<file path="config.mk">
export PLATFORM = sky130hd
export DESIGN_NAME = sine_phase_ctrl
export DESIGN_NICKNAME = d
export VERILOG_FILES = /design/src/rtl/sine_phase_ctrl.sv
export SDC_FILE = /design/constraint.sdc
export NUM_CORES = 1
export LEC_CHECK = 0
export ABC_AREA = 1
export CAP_MARGIN = 5
export CORE_MARGIN = 2
export CORE_UTILIZATION = 35
export DETAILED_ROUTE_END_ITERATION = 8
export PLACE_DENSITY_LB_ADDON = 0.25
export SLEW_MARGIN = 20
export SYNTH_ARGS = -nofsm -noshare
export SYNTH_HDL_FRONTEND = slang
export SYNTH_SLANG_ARGS = --single-unit
</file>
<file path="constraint.sdc">
create_clock -name clk -period 3.2 [get_ports clk]
set_input_delay 0.64 -clock clk [delete_from_list [all_inputs] [get_ports clk]]
set_output_delay 0.64 -clock clk [all_outputs]
set_load 0.05 [all_outputs]
</file>
<file path="src/rtl/sine_phase_ctrl.sv">
// sine_phase_ctrl: phase-accumulator address generator for a sine ROM,
// controlled by a byte-wide command stream (S = stop, G = go, F + 3 bytes = new FTW).
module sine_phase_ctrl #(
    parameter int               ADDR_W  = 10,
    parameter int               ACC_W   = 24,
    parameter int               DIV     = 4,
    parameter logic [ACC_W-1:0] FTW_RST = ACC_W'(24'h004000)
) (
    input  logic              clk,
    input  logic              rst,
    input  logic [7:0]        rx_data,
    input  logic              rx_valid,
    output logic [ADDR_W-1:0] rom_addr,
    output logic              sample_valid,
    output logic              running,
    output logic [ACC_W-1:0]  ftw,
    output logic              cfg_done
);

    // Tick -> address register -> ROM data register: two stages until a fresh sample.
    localparam int STAGES = 2;
    localparam int CNT_W  = (DIV > 1) ? $clog2(DIV) : 1;
    localparam logic [CNT_W-1:0] CNT_MAX = CNT_W'(DIV - 1);

    localparam logic [7:0] CMD_STOP = 8'h53;  // 'S'
    localparam logic [7:0] CMD_GO   = 8'h47;  // 'G'
    localparam logic [7:0] CMD_FTW  = 8'h46;  // 'F'

    typedef enum logic [1:0] {
        IDLE,
        LD2,
        LD1,
        LD0
    } state_t;

    state_t             state, state_nxt;
    logic [CNT_W-1:0]   cnt;
    logic               tick;
    logic [ACC_W-1:0]   acc;
    logic [15:0]        shadow;
    logic [23:0]        word;
    logic [ACC_W-1:0]   ftw_new;
    logic               run_nxt;
    logic               hi_ld;
    logic               lo_ld;
    logic               commit;
    logic               tick_run;
    logic [STAGES:1]    vld_pipe;

    // Free-running sample-rate divider; tick on the last count of each period.
    always_ff @(posedge clk or posedge rst) begin
        if (rst)
            cnt <= '0;
        else if (cnt == CNT_MAX)
            cnt <= '0;
        else
            cnt <= cnt + 1'b1;
    end

    assign tick = (cnt == CNT_MAX);

    // Command FSM state register.
    always_ff @(posedge clk or posedge rst) begin
        if (rst)
            state <= IDLE;
        else
            state <= state_nxt;
    end

    // Command decode: run/stop in IDLE, three raw data bytes after 'F'.
    always_comb begin
        state_nxt = state;
        run_nxt   = running;
        hi_ld     = 1'b0;
        lo_ld     = 1'b0;
        commit    = 1'b0;
        if (rx_valid) begin
            case (state)
                IDLE: begin
                    case (rx_data)
                        CMD_STOP: run_nxt   = 1'b0;
                        CMD_GO:   run_nxt   = 1'b1;
                        CMD_FTW:  state_nxt = LD2;
                        default:  state_nxt = IDLE;
                    endcase
                end
                LD2: begin
                    hi_ld     = 1'b1;
                    state_nxt = LD1;
                end
                LD1: begin
                    lo_ld     = 1'b1;
                    state_nxt = LD0;
                end
                LD0: begin
                    commit    = 1'b1;
                    state_nxt = IDLE;
                end
                default: state_nxt = IDLE;
            endcase
        end
    end

    // Last byte completes the 24-bit word; the cast fits it to the accumulator width.
    assign word    = {shadow, rx_data};
    assign ftw_new = ACC_W'(word);

    // Control registers: run flag, shadow bytes, active FTW and commit pulse.
    always_ff @(posedge clk or posedge rst) begin
        if (rst) begin
            running  <= 1'b1;
            shadow   <= '0;
            ftw      <= FTW_RST;
            cfg_done <= 1'b0;
        end else begin
            running  <= run_nxt;
            cfg_done <= commit;
            if (hi_ld)
                shadow[15:8] <= rx_data;
            if (lo_ld)
                shadow[7:0] <= rx_data;
            if (commit)
                ftw <= ftw_new;
        end
    end

    // Phase accumulator: forced to zero (midscale entry) whenever the generator
    // is or is about to be stopped; otherwise steps by the current ftw on a tick.
    // A commit on the same edge only affects later ticks.
    always_ff @(posedge clk or posedge rst) begin
        if (rst)
            acc <= '0;
        else if (!run_nxt)
            acc <= '0;
        else if (tick && running)
            acc <= acc + ftw;
    end

    assign rom_addr = acc[ACC_W-1 -: ADDR_W];

    // Sample-valid delay line; flushed together with the accumulator on stop
    // so that no stale pulse escapes after running drops.
    assign tick_run = tick & running;

    always_ff @(posedge clk or posedge rst) begin
        if (rst)
            vld_pipe <= '0;
        else if (!run_nxt)
            vld_pipe <= '0;
        else
            vld_pipe <= {vld_pipe[STAGES-1:1], tick_run};
    end

    assign sample_valid = vld_pipe[STAGES];

endmodule

</file>
==> metrics <==
WP data required around 2.6 ns; post-route setup TNS 0 ns; drt pass-1 iters 5; Initial Utilization ~36%; fin nets about 730; GPL Wtd Cong around 0.9; H-tree depth 3; initial antenna violation count 0; Synth Instances 651; cell count of the worst hold path 1; element type at the critical path end primary output; Worst Reg-to-Reg Cells 11; Syn Area/Cell 7.090 µm²; worst-case clock buffer depth 2; grt total ovfl 0; DRT iter0 DRCs 263; # resized after CTS 0; Fin. Hold Viols 0; Buffers on Ports between 40 and 50; DRC 0; number of buffers added for setup after CTS 0; DR vias/cell approximately 4.8; #FFs+latches synth between 70 and 80; drt wl/cell 14.18 µm; CTS Buf Count 9; largest family of logic cells by synthesized area simple AND/OR/NAND/NOR gates; cell accounting for the most synthesized area dfrtp_1; Syn-to-layout area delta 19.14%; Clk network pwr share 25.0%; CP Launch Type flip-flop; Sw Ratio a little over two fifths; Power Internal 2355 µW; Crit path largest cell delay a little over 0.8 ns; ant diodes 0; Mapped Area about 4600 µm²; Tmin final around 2.4 ns; Die Ht around 120 µm; Post-Synth Simple-Gate Area between 30% and 40%; area share of the largest cell type after synthesis 37.95%; Core ar. approximately 13000 µm²; Clock Sinks between 70 and 80; Seq pwr share about a third; Crit Path Class flip-flop to primary output; fmax between 0.4 and 0.5 GHz; worst min-delay path category flip-flop to flip-flop; Max FO, Critical Path 4; IO Pins 48; Final Skew 0.005369 ns; pre-CTS WS between 0.7 and 0.8 ns; via count 4127; Ys Warns 0; final WL between 10000 and 15000 µm; die area around 14000 µm²; crit-path cells clkdlybuf4s50_1; final worst slack about 0.85 ns; Finish-stage setup viols 0; WP data arrival 1.71 ns; RSZ-0062 raised after global routing false; Max Cap Viol 0; number of global-route vias before repair 4068; Worst-Skew Late Latency between 0.3 and 0.4 ns; first-pass GRT wire length between 20000 and 25000 µm; Worst-path clk slew approximately 0.050 ns; Leakage 0.002957 µW; Slew Limit Fails 0; Bufs and invs on worst path 1; status complete, no violations; Synth Area in Compound Gates between 5 and 6%; Synth cell types 33; Synth Area in Adders a little over 8%; CTS root buffer clkbuf_16; syn nets around 690; power per cell area roughly 750 nW/µm²; Worst path depth 1; critical path's top delay family buffers and inverters; Seq/Total Area, Yosys between 30% and 40%; Routed Antenna Nets 0; chip width 118.8 µm; post-route clock period utilization between 70 and 80%; overall global routing resource usage between 10% and 20%; final non-filler cell total roughly 870; Psw ~1700 µW; Max-slew headroom between 60% and 70%; Post-Synth XOR/XNOR Area between 1.5 and 2%; post-synthesis mux area share 0%; layout cells sized above 1 5.029%; clock tree from TritonCTS yes; worst slew pin tran roughly 0.58 ns; Max IR drop VDD between 300 and 400 µV; hold-fix buffer count after cts 0; synth top area cells dfrtp_1 (38%), nand2_1 (21%), ha_1 (7.9%); row count 41; dpl hpwl between 9000 and 10000 µm; power share of the combinational group 40.1%; Worst path slowest cell clkdlybuf4s50_1; Placed Instances between 800 and 900; pin count of the biggest net entering global routing 73
logic make-up (layout without fill, tap and decap cells):
group                      Yosys count  count (layout)
DFF                                 72              72
adders and majority gates           30              30
and+or+nand+nor                    379             379
AOI/OAI and AO/OA                   48              48
buffers and inverters              114             159
xor gates and xnor gates             8               8
Yosys cell counts (all sizes together):
cell	n
o22ai	1
nand3b	6
inv	92
xnor2	4
xor2	4
nand4	8
o21ai	32
and2	1
nor2	36
clkbuf	8
nand3	60
fa	1
dfstp	2
nand2	260
a21boi	1
or2	4
buf	13
a21oi	14
ha	29
clkinv	1
dfrtp	70
nor3	4
layer usage:
layer	GRT usage, %	routed length [µm]
met1	23.45	5651
met2	31.25	5944
met4	6.473	195
met3	3.257	519
met5	0	0
through the flow:
stage	hold WS (ns)	utilization (%)	area [µm²]	total power [µW]
4_1_cts	0.4397	43.22	5499	4137
2_1_floorplan	0.4031	-	4616	2494
3_5_place_dp	0.4322	40.85	5197	3087
5_1_grt	0.4631	43.22	5499	4352
3_3_place_gp	0.4134	40.85	5197	3076
6_report	0.4391	43.22	5499	4102
cells in the final DEF (no fill, tap or decap), types with 2 or more instances in the layout:
master           Yosys  routed
nand4_1              7       7
or2_2                3       3
clkbuf_8             0       2
dfrtp_1             70      70
o21ai_0             29      29
nor2_4               2       2
nand3_1             58      58
nand2_1            257     257
nand2_2              2       2
nand3b_1             6       6
nor2_1              34      34
inv_2                3       4
dfstp_2              2       2
clkdlybuf4s50_1      0      47
ha_1                29      29
buf_4               10       2
inv_1               89      88
xnor2_1              4       4
o21ai_1              3       3
clkbuf_1             8       3
clkbuf_16            0       9
xor2_1               4       4
nand3_2              2       2
a21oi_1             13      13
nor3_1               3       3
area by class of cell:
| type | instances | area (µm²) |
|---|---|---|
| Sequential cell | 72 | 1804 |
| Tap cell | 172 | 215.2 |
| Clock buffer | 14 | 264.0 |
| Multi-Input combinational cell | 465 | 2323 |
| Timing Repair Buffer | 50 | 505.5 |
| Fill cell | 1344 | 7223 |
| Inverter | 93 | 349.1 |
| Clock inverter | 2 | 37.54 |
final timing paths:
check                        start      end  slack (ns)
setup / recovery           running  running        0.85
hold / removal              cnt[0]   cnt[0]        0.44
setup reg to reg            ftw[0]  acc[12]        0.91
hold reg to reg             cnt[0]   cnt[0]        0.44
max in group asynchronous      rst  running        2.14
min in group asynchronous      rst  ftw[23]        0.71
power by group through the flow:
stage	registers (µW)	logic [µW]	clock network [µW]
2_1_floorplan	1810	685	0
3_3_place_gp	1440	1640	0
3_5_place_dp	1440	1650	0
4_1_cts	1430	1660	1050
5_1_grt	1460	1810	1090
6_report	1430	1650	1030
flip-flops by register name (all words and copies together) (netlist names):
register / count
cfg_done: 1
shadow: 16
running: 1
ftw: 24
acc: 24
state: 2
vld_pipe: 2
cnt: 2
No activity file was read; power rests on OpenSTA's default activity.
